$ cat config.mk
export PLATFORM = sky130hd
export DESIGN_NAME = uart_rx
export DESIGN_NICKNAME = d
export VERILOG_FILES = /design/src/rtl/uart_rx.sv
export SDC_FILE = /design/constraint.sdc
export NUM_CORES = 1
export LEC_CHECK = 0
export BUFFER_PORTS_ARGS = -buffer_cell sky130_fd_sc_hd__buf_2
export CORE_AREA = 2 2 91 93
export CTS_BUF_LIST = sky130_fd_sc_hd__clkbuf_8 sky130_fd_sc_hd__clkbuf_16
export DETAILED_ROUTE_END_ITERATION = 8
export DIE_AREA = 0 0 93 95
export SETUP_SLACK_MARGIN = 0.1
export SYNTH_ARGS = -nofsm -noshare
export SYNTH_HDL_FRONTEND = slang
export SYNTH_SLANG_ARGS = --single-unit
$ cat constraint.sdc
create_clock -name i_Clock -period 2.4 [get_ports i_Clock]
set_clock_uncertainty 0.1 [all_clocks]
set_input_delay 0.24 -clock i_Clock [delete_from_list [all_inputs] [get_ports i_Clock]]
set_output_delay 0.24 -clock i_Clock [all_outputs]
set_load 0.05 [all_outputs]
$ cat src/rtl/uart_rx.sv
// 8N1 UART receiver: 2-flop synchroniser, start-bit glitch rejection, stop-bit framing error.
// Optional build macro UART_RX_MAJORITY_EN: 2-of-3 majority vote around every sample point.
//
// state           | meaning
// s_IDLE          | line idle, counters cleared, waiting for a low on r_Rx
// s_RX_START_BIT  | timing to mid start bit; high there means a glitch
// s_RX_DATA_BITS  | sampling 8 data bits, LSB first
// s_RX_STOP_BIT   | sampling stop bit; low means framing error
// s_CLEANUP       | one cycle to drop the valid strobe
// s_WAIT_IDLE     | after a framing error, wait for the line to return high
module uart_rx #(
    parameter int CLKS_PER_BIT = 5208
) (
    input  logic       i_Clock,
    input  logic       i_Rst_n,
    input  logic       i_Rx_Serial,
    output logic       o_Rx_DV,
    output logic [7:0] o_Rx_Byte,
    output logic       o_Rx_Active,
    output logic       o_Frame_Err
);

    typedef enum logic [2:0] {
        s_IDLE,
        s_RX_START_BIT,
        s_RX_DATA_BITS,
        s_RX_STOP_BIT,
        s_CLEANUP,
        s_WAIT_IDLE
    } state_t;

    // With voting, the decision is made one cycle late (at T+1, which is count 0 of the
    // next bit), so terminal counts grow by one and each new bit starts counting at 1.
`ifdef UART_RX_MAJORITY_EN
    localparam logic [15:0] VOTE_LAG = 16'd1;
`else
    localparam logic [15:0] VOTE_LAG = 16'd0;
`endif
    localparam logic [15:0] HALF_TC = 16'((CLKS_PER_BIT - 1) / 2) + VOTE_LAG;
    localparam logic [15:0] BIT_TC  = 16'(CLKS_PER_BIT - 1) + VOTE_LAG;

    state_t      state;
    logic        rx_meta;
    logic        r_Rx;
    logic        sample;
    logic [15:0] clock_count;
    logic [2:0]  bit_index;
    logic [7:0]  rx_shift;

    always_ff @(posedge i_Clock or negedge i_Rst_n) begin
        if (!i_Rst_n) begin
            rx_meta <= 1'b1;
            r_Rx    <= 1'b1;
        end else begin
            rx_meta <= i_Rx_Serial;
            r_Rx    <= rx_meta;
        end
    end

`ifdef UART_RX_MAJORITY_EN
    logic [1:0] rx_hist;

    always_ff @(posedge i_Clock or negedge i_Rst_n) begin
        if (!i_Rst_n) begin
            rx_hist <= 2'b11;
        end else begin
            rx_hist <= {rx_hist[0], r_Rx};
        end
    end

    assign sample = (rx_hist[1] & rx_hist[0]) | (rx_hist[1] & r_Rx) | (rx_hist[0] & r_Rx);
`else
    assign sample = r_Rx;
`endif

    always_ff @(posedge i_Clock or negedge i_Rst_n) begin
        if (!i_Rst_n) begin
            state       <= s_IDLE;
            clock_count <= 16'd0;
            bit_index   <= 3'd0;
            rx_shift    <= 8'h00;
            o_Rx_DV     <= 1'b0;
            o_Rx_Byte   <= 8'h00;
            o_Rx_Active <= 1'b0;
            o_Frame_Err <= 1'b0;
        end else begin
            case (state)
                s_IDLE: begin
                    clock_count <= 16'd0;
                    bit_index   <= 3'd0;
                    if (!r_Rx) begin
                        o_Rx_Active <= 1'b1;
                        state       <= s_RX_START_BIT;
                    end else begin
                        o_Rx_Active <= 1'b0;
                    end
                end

                s_RX_START_BIT: begin
                    if (clock_count == HALF_TC) begin
                        clock_count <= VOTE_LAG;
                        if (!sample) begin
                            state <= s_RX_DATA_BITS;
                        end else begin
                            o_Rx_Active <= 1'b0;
                            state       <= s_IDLE;
                        end
                    end else begin
                        clock_count <= clock_count + 16'd1;
                    end
                end

                s_RX_DATA_BITS: begin
                    if (clock_count == BIT_TC) begin
                        clock_count         <= VOTE_LAG;
                        rx_shift[bit_index] <= sample;
                        if (bit_index < 3'd7) begin
                            bit_index <= bit_index + 3'd1;
                        end else begin
                            bit_index <= 3'd0;
                            state     <= s_RX_STOP_BIT;
                        end
                    end else begin
                        clock_count <= clock_count + 16'd1;
                    end
                end

                s_RX_STOP_BIT: begin
                    if (clock_count == BIT_TC) begin
                        clock_count <= 16'd0;
                        o_Rx_Active <= 1'b0;
                        if (sample) begin
                            o_Rx_Byte <= rx_shift;
                            o_Rx_DV   <= 1'b1;
                            state     <= s_CLEANUP;
                        end else begin
                            o_Frame_Err <= 1'b1;
                            state       <= s_WAIT_IDLE;
                        end
                    end else begin
                        clock_count <= clock_count + 16'd1;
                    end
                end

                s_CLEANUP: begin
                    o_Rx_DV <= 1'b0;
                    state   <= s_IDLE;
                end

                // A held-low break stays here rather than being decoded as frames.
                s_WAIT_IDLE: begin
                    o_Frame_Err <= 1'b0;
                    if (r_Rx) begin
                        state <= s_IDLE;
                    end
                end

                default: begin
                    state <= s_IDLE;
                end
            endcase
        end
    end

endmodule

# After elaboration in Yosys (flattened, before gate mapping)
# Index checks and enable logic that the tools add are counted.
[op_classes] n_eq_ne=16 order_cmp=3 add_sub_neg=2 muxes=29 reduce_logical=15
[op_table] op="one-hot mux 16 bit (3 select lines)" n=1
[op_table] op="two-way mux 16 bit" n=2
[op_table] op="two-way mux 3 bit" n=8
[op_table] op="!= test 2 bit (second input constant)" n=9
[op_table] op="adder 16 x 1 -> 16 bit (second input constant)" n=1
[op_table] op="== test 16 x 12 -> 1 bit (second input constant)" n=1
[op_table] op="== test 16 x 13 -> 1 bit (second input constant)" n=1
[op_table] op="one-hot mux 3 bit (5 select lines)" n=1
[op_table] op="two-way mux 1 bit" n=10
[op_table] op="AND reduction 3 bit" n=3
[op_table] op="bitwise mux 8 bit" n=1
[op_table] op="== test 3 x 2 -> 1 bit (second input constant)" n=2
[op_table] op="== test 3 bit (second input constant)" n=2
[op_table] op="one-hot mux 3 bit (2 select lines)" n=1
[op_table] op="AND reduction 6 bit" n=1
[op_table] op="nonzero test 2 bit" n=3
[op_table] op="nonzero test 3 bit" n=2
[op_table] op="less-than comparator 3 x 4 -> 1 bit (second input constant)" n=1
[op_table] op="one-hot mux 1 bit (2 select lines)" n=2
[op_table] op="AND reduction 2 bit" n=2
[op_table] op="AND reduction 4 bit" n=1
[op_table] op="adder 3 x 1 -> 3 bit (second input constant)" n=1
[op_table] op="demux 1 bit (select 3 bit)" n=1
[op_table] op="== test 3 x 1 -> 1 bit (second input constant)" n=1
[op_table] op="other kinds (7)" n=7
[totals] word_cells=75 input_bits=3 ff_bits=43

# Logic depth before layout (Yosys ltp)
# Gate-level depths: netlist of the first run.
[depth] depth_word=5 mapped_depth=7

# Least setup slack after synthesis of the first run
# No wires, ideal clock.
[synth_timing] path_kind="reg2reg" start="register clock_count[0]" end="register rx_shift[7]" t_required_ns=2.173 setup_time_ns=0.127 path_buffers=2 setup_slack_ns=0.475 stages_incl_launch_ff=8 t_arrival_ns=1.697 period_less_slack_ns=1.925 path_cell_list="dfrtp_1 -> ha_1 -> nor4b_4 -> and4_1 -> buf_4 -> buf_4 -> nand4_1 -> mux2_1"
[synth_between] elab_chain_len=2
[synth_lines] element="start, declared" line_no="46" rtl="logic [15:0] clock_count;"
[synth_lines] element="start signal, assigned" line_no="109" rtl="clock_count <= clock_count + 16'd1;"
[synth_lines] element="start signal, assigned" line_no="124" rtl="clock_count <= clock_count + 16'd1;"
[synth_lines] element="start signal, assigned" line_no="141" rtl="clock_count <= clock_count + 16'd1;"
[synth_lines] element="== test 16 x 13 -> 1 bit" line_no="114" rtl="if (clock_count == BIT_TC) begin"
[synth_lines] element="AND reduction 2 bit (no source line)"
[synth_lines] element="end signal, assigned by index" line_no="116" rtl="rx_shift[bit_index] <= sample;"
[synth_lines] element="end, declared" line_no="48" rtl="logic [7:0] rx_shift;"
# No other way between the ends.
# A chain may end at the register's enable or synchronous reset.

# Worst setup path in the final report of the first run
# Same ends and word-level chain as after synthesis.

==> run summary, run 1 <==
die area = 8840 um^2
pwr/cell area = 479 nW/um^2
# setup viols final = 0
CP max-delay cell = dfrtp_1
switching power = 0.290 mW
Worst Tran Pin Value = 0.938 ns
WP data arrival = 2.20 ns
Slew HR = 37.5%
final antenna diode count = 0
CTS root buf = clkbuf_8
min Tclk post-route = 2.12 ns
I/O pin cnt = 14
Clk network pwr share = 38.9%
HP Class = in2async
RSZ-0062 raised after global routing = false
clock slew at reported path FFs = 0.09 ns
Distinct cells, synth = 50
failing checks = hold timing
syn_area_per_cell = 10.4 um^2
largest net degree at the start of global routing = 44
Max Freq = 472 MHz
port buffer count = 13
sequential share of power = 59.3%
first-pass GRT wire length = 8.01 mm
Max Cap Violations = 0
period utilization = 88.3%
WP buf/inv = 1
Iteration-0 DRC Markers = 104
Total GRT Usage = 11.1%
GRT overflow = 0
final antenna-violating net count = 0
Top FF cell, synth = dfrtp_1
switch share = 23.6%
share of the synthesized area in the top cell type = 44.9%
Req. time, crit path = 2.48 ns
post-synth top area cell = dfrtp_1
Setup TNS = 0 ns
fraction of registers with async set/reset = 100%
register area share after synthesis = 47.2%
Critical Path Sink Type = register
layout cells sized above 1 = 21.6%
number of synthesized flops with an enable pin = 0
crit-path leading delay family = simple AND/OR/NAND/NOR gates
HPWL Detailed = 3.11 mm
final max-slew violation count = 0
delay of the slowest critical-path stage = 0.41 ns
DIE WIDTH = 93 um
syn nets = 224
Num CTS Buffers = 5
Final Hold Viols = 37
H-tree depth = 2
nets = 235
clock sinks = 43
Final GP Congestion = 0.856
initial antenna violation count = 0
worst setup path class = reg2reg
status = finished, violations left
Skew-Pair Late Insertion Delay = 0.30 ns
Initial Util = 28.8%
Setup crit start kind = register
Mapped Cells = 219
Register-to-Register Setup Slack = 0.28 ns
worst path cell trace = ha_1 > nor4b_4 > and4_1 > buf_4 > nand4_1 > mux2_1
P&R area growth vs syn = 12.5%
Syn. warnings = 0
Yosys reg bits = 43
Area contributors post-synth = dfrtp_1, mux2_2, nor2_1, nand4_1, nand2_1
vias in the first global route = 1670
static leakage = 1.13 nW
Routed WL = 4.58 mm
TritonCTS clock tree = yes
Site Rows = 33
Critical Path Fanout Max = 13
most common cell in the netlist = dfrtp_1
Clock Path Buffers = 2
Vias = 1739
Overall Power = 1.23 mW
worst hold margin = -0.0237 ns
Comb power frac = 1.7%
Mapped Area = 2280 um^2
Core ar. = 7930 um^2
Internal = 0.940 mW
DRC viols = 0
detailed-route vias per instance = 5.18
Post-synth top cells = dfrtp_1, nor2_1, nand2_1, mux2_2, nand4_1
Worst VDD drop = 0.202 mV
Routed wire per std cell = 13.6 um
Die Height = 95 um
TritonRoute pass-1 iters = 4
[placed cells by master (no fill, tap or decap), types with 4 or more instances in the layout]
cell type,netlist,final
nor3_1,6,6
dfrtp_1,41,41
nand3_1,4,4
o21ai_0,7,7
nand2_1,16,16
xnor2_1,4,4
and3_1,6,6
nand4b_1,4,4
nand2b_1,5,5
mux2_1,5,5
o41ai_1,4,4
a21oi_1,7,7
nand4_1,12,12
clkbuf_8,0,5
mux2_2,13,13
buf_2,3,13
buf_4,2,4
nor2_1,21,21
[path summary, 6_finish.rpt]
check	depth (start not counted)	startpoint	to
min in group i_Clock	0	rx_meta	r_Rx
min reg2reg	0	rx_meta	r_Rx
max in group asynchronous	2	i_Rst_n	rx_meta
min	1	i_Rst_n	clock_count[12]
max	6	clock_count[0]	rx_shift[7]
max reg2reg	6	clock_count[0]	rx_shift[7]
[cells by family (layout without fill, tap and decap cells)]
group | count (synthesis) | after routing | share of synthesized area [%]
compound gates | 38 | 38 | 12.7
xor+xnor | 7 | 7 | 2.68
fa+ha+maj | 2 | 2 | 1.10
buf+inv | 18 | 30 | 3.51
flops | 43 | 43 | 47.2
mux | 19 | 19 | 9.31
simple gates | 92 | 92 | 23.5
[layer usage]
metal	track usage [%]	share of wire [%]
met4	3.80	1.3
met3	2.23	3.3
met5	0	0
met1	15.4	49
met2	17.5	47
[sequential cells by signal, summed over array words and instances, names as in the netlist]
| register | cells |
|---|---|
| rx_meta | 1 |
| r_Rx | 1 |
| state | 3 |
| o_Rx_Byte | 8 |
| bit_index | 3 |
| o_Rx_DV | 1 |
| clock_count | 16 |
| o_Frame_Err | 1 |
| o_Rx_Active | 1 |
| rx_shift | 8 |
[per-stage QoR]
step	util (%)	area [um^2]	hold slack, ns	setup WS, ns	cells
after floorplan	-	2280	-0.156	0.475	219
after global placement	30.8	2440	0.247	0.308	326
after detailed placement	30.8	2440	0.247	0.229	326
after CTS	32.1	2540	0.0195	0.209	335
after global routing	32.4	2570	0.0553	0.146	336
final	32.4	2570	-0.0237	0.282	336
[repair_timing]
action / in CTS / in global routing
gates resized for setup: 0 / 1
endpoints found under the hold margin: 1 / 0
hold buffers: 1 / 0
setup buffers: 0 / 1
endpoints found under the setup margin: 0 / 16
[power groups by stage]
stage	registers (mW)	logic, mW	clock network, mW
2_1_floorplan	0.742	0.00494	0
5_1_grt	0.731	0.0254	0.525
3_3_place_gp	0.745	0.0214	0
3_5_place_dp	0.745	0.0217	0
6_report	0.730	0.0213	0.479
4_1_cts	0.730	0.0228	0.498
[worst reg2reg max path, delay by kind of cell, from the launching register on]
| family | cells | cell delay [ns] |
|---|---|---|
| buf+inv | 1 | 0.21 |
| simple gates | 3 | 0.68 |
| mux | 1 | 0.33 |
| fa+ha+maj | 1 | 0.27 |
| flops | 1 | 0.41 |
[final cells by class]
cell class | count | area [um^2]
clock buffer | 5 | 68.8
clock inverter | 3 | 23.8
fill | 840 | 5360
inverter | 3 | 11.3
multi-input combinational | 158 | 1130
sequential | 43 | 1080
tap | 105 | 131
timing repair buffer | 19 | 125
Power figures use the tool's default switching activity.
==> run 2: changes to the inputs <==
--- a/config.mk
+++ b/config.mk
@@ -10,6 +10,7 @@
 export CTS_BUF_LIST = sky130_fd_sc_hd__clkbuf_8 sky130_fd_sc_hd__clkbuf_16
 export DETAILED_ROUTE_END_ITERATION = 8
 export DIE_AREA = 0 0 93 95
+export PLACE_DENSITY = 0.43
 export SETUP_SLACK_MARGIN = 0.1
 export SYNTH_ARGS = -nofsm -noshare
 export SYNTH_HDL_FRONTEND = slang
==> run summary, run 2 (synthesis results as in run 1) <==
Clock Path Buffers = 2
worst setup path class = reg2reg
area of the multi-input gates = 1120 um^2
register area = 1080 um^2
nets = 240
Clk network pwr share = 39.3%
HP Class = reg2reg
die area = 8840 um^2
most frequent cells in the layout = dfrtp_1, nor2_1, nand2_1
Final GP Congestion = 0.826
largest net degree at the start of global routing = 28
pwr/cell area = 477 nW/um^2
switching power = 0.300 mW
Initial Util = 28.8%
r2r endpoint = rx_shift[1]
GRT overflow = 0
final max-slew violation count = 0
P&R area growth vs syn = 14.1%
Setup TNS = 0 ns
worst reg2reg path depth = 6
first-pass GRT wire length = 8.51 mm
placed cells = 330
worst hold margin = 0.259 ns
TritonCTS clock tree = yes
DRC viols = 0
Max Cap Violations = 0
final antenna diode count = 0
Worst VDD drop = 0.203 mV
port buffer count = 13
detailed-route vias per instance = 4.91
DIE WIDTH = 93 um
HP Start = rx_meta
min Tclk post-route = 2.12 ns
Layout Cells excl Fill = 341
hold path depth = 0
static leakage = 1.16 nW
Core ar. = 7930 um^2
max FFs per register = 16
Req. time, crit path = 2.49 ns
Skew-Pair Late Insertion Delay = 0.30 ns
Critical Path Fanout Max = 11
I/O pin cnt = 14
Routed WL = 4.91 mm
Reg with most FFs = clock_count
CTS root buf = clkbuf_8
Vias = 1673
Critical Path Sink Type = register
Hold Crit Endpoint = r_Rx
clock slew at reported path FFs = 0.09 ns
H-tree depth = 2
Num CTS Buffers = 5
initial antenna violation count = 0
Iteration-0 DRC Markers = 60
Worst Tran Pin Value = 0.363 ns
Routed wire per std cell = 14.4 um
crit-path leading delay family = simple AND/OR/NAND/NOR gates
WP buf/inv = 1
WP data arrival = 2.21 ns
clock sinks = 43
switch share = 24.1%
Die Height = 95 um
Slew HR = 75.8%
# setup viols final = 0
Comb power frac = 2.0%
Fillers = 848
biggest regs = clock_count x16, o_Rx_Byte x8, rx_shift x8
status = finished, final reports clean
layout cells sized above 1 = 22.5%
vias in the first global route = 1588
delay of the slowest critical-path stage = 0.40 ns
Register-to-Register Setup Slack = 0.28 ns
Internal = 0.942 mW
Max Freq = 472 MHz
Site Rows = 33
CP max-delay cell = dfrtp_1
commonest non-fill, non-tap cell in the layout = dfrtp_1
final antenna-violating net count = 0
period utilization = 88.2%
Total GRT Usage = 12.1%
RSZ-0062 raised after global routing = false
Setup crit start kind = register
HPWL Detailed = 3.44 mm
Final Hold Viols = 0
worst path cell trace = ha_1 > nor4b_4 > and4_1 > buf_4 > nand4b_1 > mux2_1
sequential share of power = 58.8%
TritonRoute pass-1 iters = 4
R2R Path Start = clock_count[0]
post-cts repair resize count = 0
run 2: cell types whose count changed in the layout (fill, tap and decap cells not counted), sizes merged:
| cell | delta |
|---|---|
| buf | +4 |
| dlygate4sd3 | +1 |
| clkinvlp | -1 |
| inv | -1 |
| clkinv | +2 |
run 2: power groups by stage:
stage               clock network [mW]  registers, mW  logic [mW]
floorplan                            0          0.742     0.00494
global placement                     0          0.745      0.0236
detailed placement                   0          0.745      0.0235
CTS                              0.510          0.731      0.0261
global route                     0.540          0.731      0.0291
finish                           0.487          0.730      0.0242
run 2: how the worst max path moves through the flow:
stage | from | endpoint | slack, ns | cells past startpoint
after floorplan | clock_count[0] | rx_shift[7] | 0.48 | 7
after global placement | clock_count[0] | clock_count[2] | 0.26 | 5
after detailed placement | clock_count[0] | clock_count[2] | 0.21 | 5
after CTS | clock_count[0] | clock_count[2] | 0.19 | 5
after global routing | clock_count[0] | rx_shift[4] | 0.14 | 6
final | clock_count[0] | rx_shift[1] | 0.28 | 6
run 2: what timing repair did:
item | CTS | global route
hold buffers | 2 | 0
setup buffers | 0 | 1
hold endpoints to repair | 42 | 0
endpoints found under the setup margin | 0 | 9
run 2: final cells by class:
cell class	count	area share, %
sequential	43	41.4
clock buffer	5	2.64
clock inverter	3	0.961
inverter	3	0.432
multi-input combinational	158	43.2
tap	105	5.04
timing repair buffer	24	6.34
run 2: per-layer routing:
| layer | share of wire [%] | GRT usage (%) | vias to the layer above |
|---|---|---|---|
| met2 | 44 | 17.7 | 26 |
| met5 | 0 | 0 | - |
| met3 | 2.5 | 2.39 | 3 |
| met4 | 0.59 | 3.19 | 0 |
| met1 | 53 | 18.2 | 795 |
| li1 | - | - | 849 |
run 2: metrics by stage:
| step | cell area [um^2] | util, % | total power, mW | setup slack (ns) |
|---|---|---|---|---|
| final | 2610 | 32.9 | 1.24 | 0.283 |
| after global routing | 2610 | 32.9 | 1.30 | 0.143 |
| after CTS | 2580 | 32.6 | 1.27 | 0.190 |
| after detailed placement | 2470 | 31.2 | 0.768 | 0.210 |
| after global placement | 2470 | 31.2 | 0.768 | 0.257 |
| after floorplan | 2280 | - | 0.747 | 0.475 |
